===== config.mk =====
export PLATFORM = sky130hd
export DESIGN_NAME = seg_scan_ctrl
export DESIGN_NICKNAME = d
export VERILOG_FILES = /design/src/rtl/seg_pkg.sv /design/src/rtl/led7segmentos.sv /design/src/rtl/seg_scan_ctrl.sv
export SDC_FILE = /design/constraint.sdc
export NUM_CORES = 1
export LEC_CHECK = 0
export CAP_MARGIN = 30
export CELL_PAD_IN_SITES_DETAIL_PLACEMENT = 0
export CELL_PAD_IN_SITES_GLOBAL_PLACEMENT = 1
export CORE_AREA = 2 2 130 132
export DETAILED_ROUTE_END_ITERATION = 8
export DIE_AREA = 0 0 132 134
export PLACE_DENSITY_LB_ADDON = 0.1
export SYNTH_ARGS = -nofsm -noshare
export SYNTH_HDL_FRONTEND = slang
export SYNTH_HIERARCHICAL = 1
export SYNTH_SLANG_ARGS = --single-unit

===== constraint.sdc =====
create_clock -name clk -period 3.65 [get_ports clk]
set_clock_uncertainty 0.15 [all_clocks]
set_input_delay 0.365 -clock clk [delete_from_list [all_inputs] [get_ports clk]]
set_output_delay 0.365 -clock clk [all_outputs]
set_load 0.02 [all_outputs]

===== src/rtl/seg_pkg.sv =====
// Shared definitions for the 7-segment scan controller: glyphs, slot phase,
// and the leading-zero mask helper.
package seg_pkg;

  localparam logic [6:0] SEG_OFF = 7'h7F;

  // Active-low {a,b,c,d,e,f,g}, MSB = a
  localparam logic [6:0] HEX_GLYPH [16] = '{
    7'h01, 7'h4F, 7'h12, 7'h06, 7'h4C, 7'h24, 7'h20, 7'h0F,
    7'h00, 7'h04, 7'h08, 7'h60, 7'h31, 7'h42, 7'h30, 7'h38
  };

  typedef enum logic {BLANK, ON} phase_e;

  // Bit i set when nibbles i..digits-1 are all zero; digit 0 is never masked.
  function automatic logic [7:0] lz_mask(input logic [31:0] val,
                                         input int unsigned digits);
    logic run;
    lz_mask = '0;
    run     = 1'b1;
    for (int i = 7; i >= 1; i--) begin
      if (i < int'(digits)) begin
        run        = run & (val[4*i +: 4] == 4'h0);
        lz_mask[i] = run;
      end
    end
  endfunction

endpackage


===== src/rtl/led7segmentos.sv =====
// Hex nibble to active-low 7-segment glyph, {a..g} with a in the MSB.
module led7segmentos
  import seg_pkg::*;
(
  input  logic [3:0] hex_i,
  output logic [6:0] seg_o
);

  assign seg_o = HEX_GLYPH[hex_i];

endmodule


===== src/rtl/seg_scan_ctrl.sv =====
// Time-multiplexed scan controller for a common-anode 7-segment display with
// frame-synchronous snapshot update, per-slot blanking and leading-zero blanking.
//
// phase | meaning
// BLANK | slot counter < BLANK_CYCLES, all anodes off
// ON    | selected anode driven low unless the digit is dark
module seg_scan_ctrl
  import seg_pkg::*;
#(
  parameter int DIGITS       = 8,
  parameter int SLOT_CYCLES  = 100000,
  parameter int BLANK_CYCLES = 1000
) (
  input  logic                  clk,
  input  logic                  rst_n,
  input  logic [4*DIGITS-1:0]   value_in,
  input  logic [DIGITS-1:0]     dp_in,
  input  logic [DIGITS-1:0]     digit_en,
  input  logic                  lz_blank,
  input  logic                  load,
  output logic                  frame_start,
  output logic [DIGITS-1:0]     anodes,
  output logic [6:0]            segments,
  output logic                  dp
);

  localparam int CNT_W = $clog2(SLOT_CYCLES);
  localparam int IDX_W = $clog2(DIGITS);
  localparam logic [CNT_W-1:0] CNT_LAST  = CNT_W'(SLOT_CYCLES - 1);
  localparam logic [CNT_W-1:0] BLANK_END = CNT_W'(BLANK_CYCLES);
  localparam logic [IDX_W-1:0] IDX_LAST  = IDX_W'(DIGITS - 1);

  logic [CNT_W-1:0]    cnt_q, cnt_d;
  logic [IDX_W-1:0]    idx_q, idx_d;
  logic [4*DIGITS-1:0] shadow_val_q, shadow_val_d;
  logic [DIGITS-1:0]   shadow_dp_q, shadow_dp_d;
  logic [4*DIGITS-1:0] pend_val_q, pend_val_d;
  logic [DIGITS-1:0]   pend_dp_q, pend_dp_d;
  logic                pend_vld_q, pend_vld_d;

  logic [DIGITS-1:0]   anodes_q, anodes_d;
  logic [6:0]          seg_q, seg_d;
  logic                dp_q, dp_d;
  logic                fs_q, fs_d;

  phase_e              phase;
  logic                slot_end, frame_end;
  logic [31:0]         val_wide;
  logic [7:0]          lz;
  logic                dark;
  logic [3:0]          nib;
  logic [6:0]          dec_seg;

  led7segmentos u_dec (
    .hex_i (nib),
    .seg_o (dec_seg)
  );

  always_ff @(posedge clk) begin
    if (!rst_n) begin
      cnt_q        <= '0;
      idx_q        <= '0;
      shadow_val_q <= '0;
      shadow_dp_q  <= '0;
      pend_val_q   <= '0;
      pend_dp_q    <= '0;
      pend_vld_q   <= 1'b0;
      anodes_q     <= '1;
      seg_q        <= SEG_OFF;
      dp_q         <= 1'b1;
      fs_q         <= 1'b0;
    end else begin
      cnt_q        <= cnt_d;
      idx_q        <= idx_d;
      shadow_val_q <= shadow_val_d;
      shadow_dp_q  <= shadow_dp_d;
      pend_val_q   <= pend_val_d;
      pend_dp_q    <= pend_dp_d;
      pend_vld_q   <= pend_vld_d;
      anodes_q     <= anodes_d;
      seg_q        <= seg_d;
      dp_q         <= dp_d;
      fs_q         <= fs_d;
    end
  end

  always_comb begin
    slot_end     = (cnt_q == CNT_LAST);
    frame_end    = slot_end && (idx_q == IDX_LAST);
    cnt_d        = slot_end ? '0 : cnt_q + 1'b1;
    idx_d        = idx_q;
    if (slot_end) begin
      idx_d = (idx_q == IDX_LAST) ? '0 : idx_q + 1'b1;
    end
    shadow_val_d = shadow_val_q;
    shadow_dp_d  = shadow_dp_q;
    pend_val_d   = pend_val_q;
    pend_dp_d    = pend_dp_q;
    pend_vld_d   = pend_vld_q;
    if (load) begin
      pend_val_d = value_in;
      pend_dp_d  = dp_in;
      pend_vld_d = 1'b1;
    end
    // A load on the boundary bypasses pending so it shows in the new frame.
    if (frame_end) begin
      if (load) begin
        shadow_val_d = value_in;
        shadow_dp_d  = dp_in;
        pend_vld_d   = 1'b0;
      end else if (pend_vld_q) begin
        shadow_val_d = pend_val_q;
        shadow_dp_d  = pend_dp_q;
        pend_vld_d   = 1'b0;
      end
    end
  end

  always_comb begin
    phase    = (cnt_q < BLANK_END) ? BLANK : ON;
    val_wide = '0;
    val_wide[4*DIGITS-1:0] = shadow_val_q;
    lz       = lz_mask(val_wide, DIGITS);
    dark     = !digit_en[idx_q] || (lz_blank && lz[idx_q]);
    nib      = shadow_val_q[{idx_q, 2'b00} +: 4];
    fs_d     = (cnt_q == '0) && (idx_q == '0);
    anodes_d = '1;
    seg_d    = SEG_OFF;
    dp_d     = 1'b1;
    if (phase == ON) begin
      seg_d = dec_seg;
      dp_d  = ~shadow_dp_q[idx_q];
      if (!dark) begin
        anodes_d[idx_q] = 1'b0;
      end
    end
  end

  assign frame_start = fs_q;
  assign anodes      = anodes_q;
  assign segments    = seg_q;
  assign dp          = dp_q;

endmodule

==> metrics.txt <==
# TYPE chip_impl_metric gauge
chip_impl_metric{name="htreeDepth",unit=""} 4
chip_impl_metric{name="antenna_found_initial",unit=""} 0
chip_impl_metric{name="synthesis.instances",unit=""} 525
chip_impl_metric{name="areaGrowthSynthToFinish",unit="%"} 24.8
chip_impl_metric{name="floorplan.core_area",unit="mm²"} 0.0163
chip_impl_metric{name="totalNegativeSetupSlack",unit="ps"} 0
chip_impl_metric{name="clock_insertion_delay_worst_skew",unit="ps"} 410
chip_impl_metric{name="grt.overflow.total",unit=""} 0
chip_impl_info{name="yosys-top-cells-area",value="sky130_fd_sc_hd__dfxtp_1 42%, sky130_fd_sc_hd__mux2_4 11%, sky130_fd_sc_hd__mux2i_1 9.3%"} 1
chip_impl_metric{name="grt_first_pass_wirelength",unit="µm"} 21100
chip_impl_metric{name="synth_seq_area_share",unit=""} 0.420
chip_impl_metric{name="start_util",unit=""} 0.345
chip_impl_info{name="worst_path_dominant_cell_family",value="flip-flops"} 1
chip_impl_metric{name="worst-path-max-fanout",unit=""} 16
chip_impl_metric{name="grt_max_degree",unit=""} 49
chip_impl_metric{name="cts_hold_repair.buffers",unit=""} 0
chip_impl_metric{name="count_of_flip_flops_with_a_built_in_enable_after_synthesis",unit=""} 0
chip_impl_metric{name="cts_post_setup_buffers_inserted",unit=""} 0
chip_impl_metric{name="total_power",unit="W"} 0.00316
chip_impl_metric{name="first_pass_iters",unit=""} 4
chip_impl_info{name="hold_class",value="primary input to flop"} 1
chip_impl_metric{name="finalCriticalPeriod",unit="ps"} 3040
chip_impl_metric{name="cp.required",unit="ps"} 3790
chip_impl_info{name="largest_family_of_logic_cells_by_synthesized_area",value="multiplexers"} 1
chip_impl_metric{name="yosysWarningCount",unit=""} 6
chip_impl_metric{name="routed_wire_length_per_instance",unit="µm"} 15.6
chip_impl_metric{name="yosys.area_share.simple",unit=""} 0.215
chip_impl_metric{name="max-clock-path-buffers",unit=""} 2
chip_impl_metric{name="synth_compound_area_frac",unit=""} 0.0452
chip_impl_metric{name="yosys.area_share.adder",unit=""} 0.0267
chip_impl_metric{name="final_min_period_over_clock_period",unit=""} 0.834
chip_impl_metric{name="timing.final.hold_violations",unit=""} 0
chip_impl_metric{name="post_route_cells_drive_above_1_share",unit=""} 0.174
chip_impl_info{name="tritoncts",value="done"} 1
chip_impl_metric{name="num_antenna_cells",unit=""} 0
chip_impl_metric{name="cts_buffers",unit=""} 17
chip_impl_metric{name="io_buffers",unit=""} 68
chip_impl_metric{name="ys_ff_latch",unit=""} 118
chip_impl_metric{name="via_per_inst",unit=""} 4.75
chip_impl_metric{name="worst_setup_hold_path_clk_slew",unit="ps"} 50
chip_impl_metric{name="hpwl",unit="µm"} 9160
chip_impl_metric{name="groute.usage.overall",unit=""} 0.152
chip_impl_metric{name="maxCapViolCount",unit=""} 0
chip_impl_info{name="unrepaired_setup_endpoints_after_global_routing",value="false"} 1
chip_impl_metric{name="setup-violations-final",unit=""} 0
chip_impl_metric{name="die_y",unit="µm"} 134
chip_impl_metric{name="row_count",unit=""} 47
chip_impl_info{name="synth.largest_area_cell",value="sky130_fd_sc_hd__dfxtp_1"} 1
chip_impl_metric{name="slew-limit-headroom",unit=""} 0.517
chip_impl_metric{name="synth_top_area_share",unit=""} 0.420
chip_impl_metric{name="fin_nets",unit=""} 651
chip_impl_info{name="run_status",value="finished clean"} 1
chip_impl_metric{name="synth_cell_type_count",unit=""} 57
chip_impl_metric{name="initialDrtViolationCount",unit=""} 154
chip_impl_metric{name="wl",unit="µm"} 12800
chip_impl_metric{name="leakagePower",unit="nW"} 2.89
chip_impl_metric{name="die_area",unit="mm²"} 0.0177
chip_impl_metric{name="cp.buffers_inverters",unit=""} 2
chip_impl_metric{name="filler_cell_count",unit=""} 1564
chip_impl_info{name="path_cells",value="inv_1 -> nor2_1 -> a221oi_1 -> o22ai_1 -> inv_2 -> mux4_1 -> or2_2"} 1
chip_impl_metric{name="postSynth.asyncResetShare",unit=""} 0
chip_impl_metric{name="first_global_vias",unit=""} 3932
chip_impl_info{name="timing.setup.critical_path_class",value="flop to flop"} 1
chip_impl_info{name="cp_slowest_cell",value="sky130_fd_sc_hd__dfxtp_1"} 1
chip_impl_info{name="most_frequently_used_cell_type_in_the_post_synthesis_netlist",value="sky130_fd_sc_hd__dfxtp_1"} 1
chip_impl_metric{name="synthXorXnorAreaFrac",unit=""} 0.0218
chip_impl_metric{name="syn-mean-instance-area",unit="µm²"} 10.7
chip_impl_metric{name="power.ir.vdd_worst",unit="mV"} 0.329
chip_impl_metric{name="cts_resized",unit=""} 0
chip_impl_info{name="crit_path_end_kind",value="flop"} 1
chip_impl_info{name="synthFlopType",value="sky130_fd_sc_hd__dfxtp_1"} 1
chip_impl_info{name="worst_setup_path_start_kind",value="flop"} 1
chip_impl_metric{name="gp_congestion",unit=""} 0.832
chip_impl_metric{name="synth.net_count",unit=""} 589
chip_impl_metric{name="maximum_cell_stage_delay_along_the_critical_path",unit="ps"} 740
chip_impl_metric{name="pin_count",unit=""} 69
chip_impl_metric{name="worst-slew-pin-transition",unit="ps"} 724
chip_impl_metric{name="final_antenna_net_count",unit=""} 0
chip_impl_metric{name="dr_total_vias",unit=""} 3885
chip_impl_metric{name="timing.critical_path.arrival",unit="ps"} 3180
chip_impl_metric{name="fp.dieW",unit="µm"} 132
chip_impl_metric{name="slew_viol_final",unit=""} 0
chip_impl_metric{name="cts_num_sinks",unit=""} 118
chip_impl_metric{name="synth.cell_area",unit="mm²"} 0.00562
chip_impl_info{name="cts-root-buf",value="sky130_fd_sc_hd__clkbuf_16"} 1
chip_impl_metric{name="p_per_area",unit="mW/mm²"} 450
chip_impl_info{name="netlist_top_cells_count",value="118 x sky130_fd_sc_hd__dfxtp_1, 52 x sky130_fd_sc_hd__mux2i_1, 44 x sky130_fd_sc_hd__nor2b_1"} 1
chip_impl_metric{name="max_freq",unit="MHz"} 328
chip_impl_metric{name="muxShareOfSynthArea",unit=""} 0.222
chip_impl_metric{name="post_route_drc_violation_count",unit=""} 0
## layout make-up
class / instances / area [µm²] / share of cell area
multi-input combinational: 359 / 2990 / 0.426
sequential: 118 / 2360 / 0.337
timing repair buffer: 78 / 758 / 0.108
clock buffer: 19 / 453 / 0.0646
tap: 220 / 275 / 0.0392
clock inverter: 11 / 133 / 0.0189
inverter: 13 / 48.8 / 0.00696
## sequential cells by signal (all words and copies together) (netlist names), 3 cells and up
signal,count
pend_val_q,32
shadow_val_q,32
cnt_q,17
anodes,8
pend_dp_q,8
shadow_dp_q,8
segments,7
idx_q,3
## stage by stage
| step | setup WS (ps) | hold slack [ps] | cell area (µm²) | std cells | utilization |
|---|---|---|---|---|---|
| after CTS | 564 | 150 | 7020 | 818 | 0.431 |
| final | 606 | 165 | 7020 | 818 | 0.431 |
| after global placement | 554 | 305 | 6430 | 788 | 0.395 |
| after global routing | 307 | 159 | 7020 | 818 | 0.431 |
| after detailed placement | 588 | 332 | 6430 | 788 | 0.395 |
| after floorplan | 367 | 291 | 5620 | 525 | - |
## path summary, 6_finish.rpt
kind                                            start                endpoint  slack, ps  cells past startpoint
worst max-delay path            idx_q[0]$_SDFFE_PN0N_  segments[3]$_SDFF_PP1_        610                      7
worst min register to register  pend_vld_q$_SDFF_PN0_   pend_vld_q$_SDFF_PN0_        350                      2
worst min-delay path                             load   pend_vld_q$_SDFF_PN0_        170                      3
worst max register to register  idx_q[0]$_SDFFE_PN0N_  segments[3]$_SDFF_PP1_        610                      7
## worst register-to-register path, cell delays in order, from the launching register on
cell,delay [ps]
sky130_fd_sc_hd__dfxtp_1,740
sky130_fd_sc_hd__inv_1,370
sky130_fd_sc_hd__nor2_1,320
sky130_fd_sc_hd__a221oi_1,150
sky130_fd_sc_hd__o22ai_1,500
sky130_fd_sc_hd__inv_2,140
sky130_fd_sc_hd__mux4_1,250
sky130_fd_sc_hd__or2_2,300
## cell usage in the layout, fill, tap and decap left out, drive strengths merged, types with 3 or more instances in the layout
master	instances
ha	12
xnor2	8
clkinv	8
a221oi	3
nor4b	4
nor3b	3
mux4	5
dfxtp	118
nor3	7
clkdlybuf4s50	66
nand4	11
a21oi	4
nor2	25
o211ai	4
a211oi	3
nor2b	44
clkbuf	19
and2	42
buf	12
o21ai	8
bufinv	3
nand2	16
or2	7
inv	12
xor2	6
mux2	41
and4	5
nor4	5
or4	5
or3	4
mux2i	52
nand3	14
## where the power goes
part | internal, W | total (W) | leakage, nW | switching (W)
combinational | 0.0000923 | 0.000163 | 1.63 | 0.0000703
clock | 0.00109 | 0.00167 | 0.294 | 0.000575
sequential | 0.00132 | 0.00133 | 0.960 | 0.00000995
total | 0.00250 | 0.00316 | 2.89 | 0.000655
## kinds of logic after synthesis
| family | after synthesis |
|---|---|
| and+or+nand+nor | 199 |
| DFF | 118 |
| muxes | 98 |
| buffers and inverters | 48 |
| AOI/OAI and AO/OA | 36 |
| xor gates and xnor gates | 14 |
| adders and majority gates | 12 |
## layer usage
metal	global-route usage	part of all wire	vias to the layer above
met4	0.0447	0.017	0
met1	0.200	0.49	1837
met3	0.0446	0.043	12
met2	0.243	0.45	78
met5	0	0	-
li1	-	-	1958
Note: power is estimated with default switching activity, not from simulation.
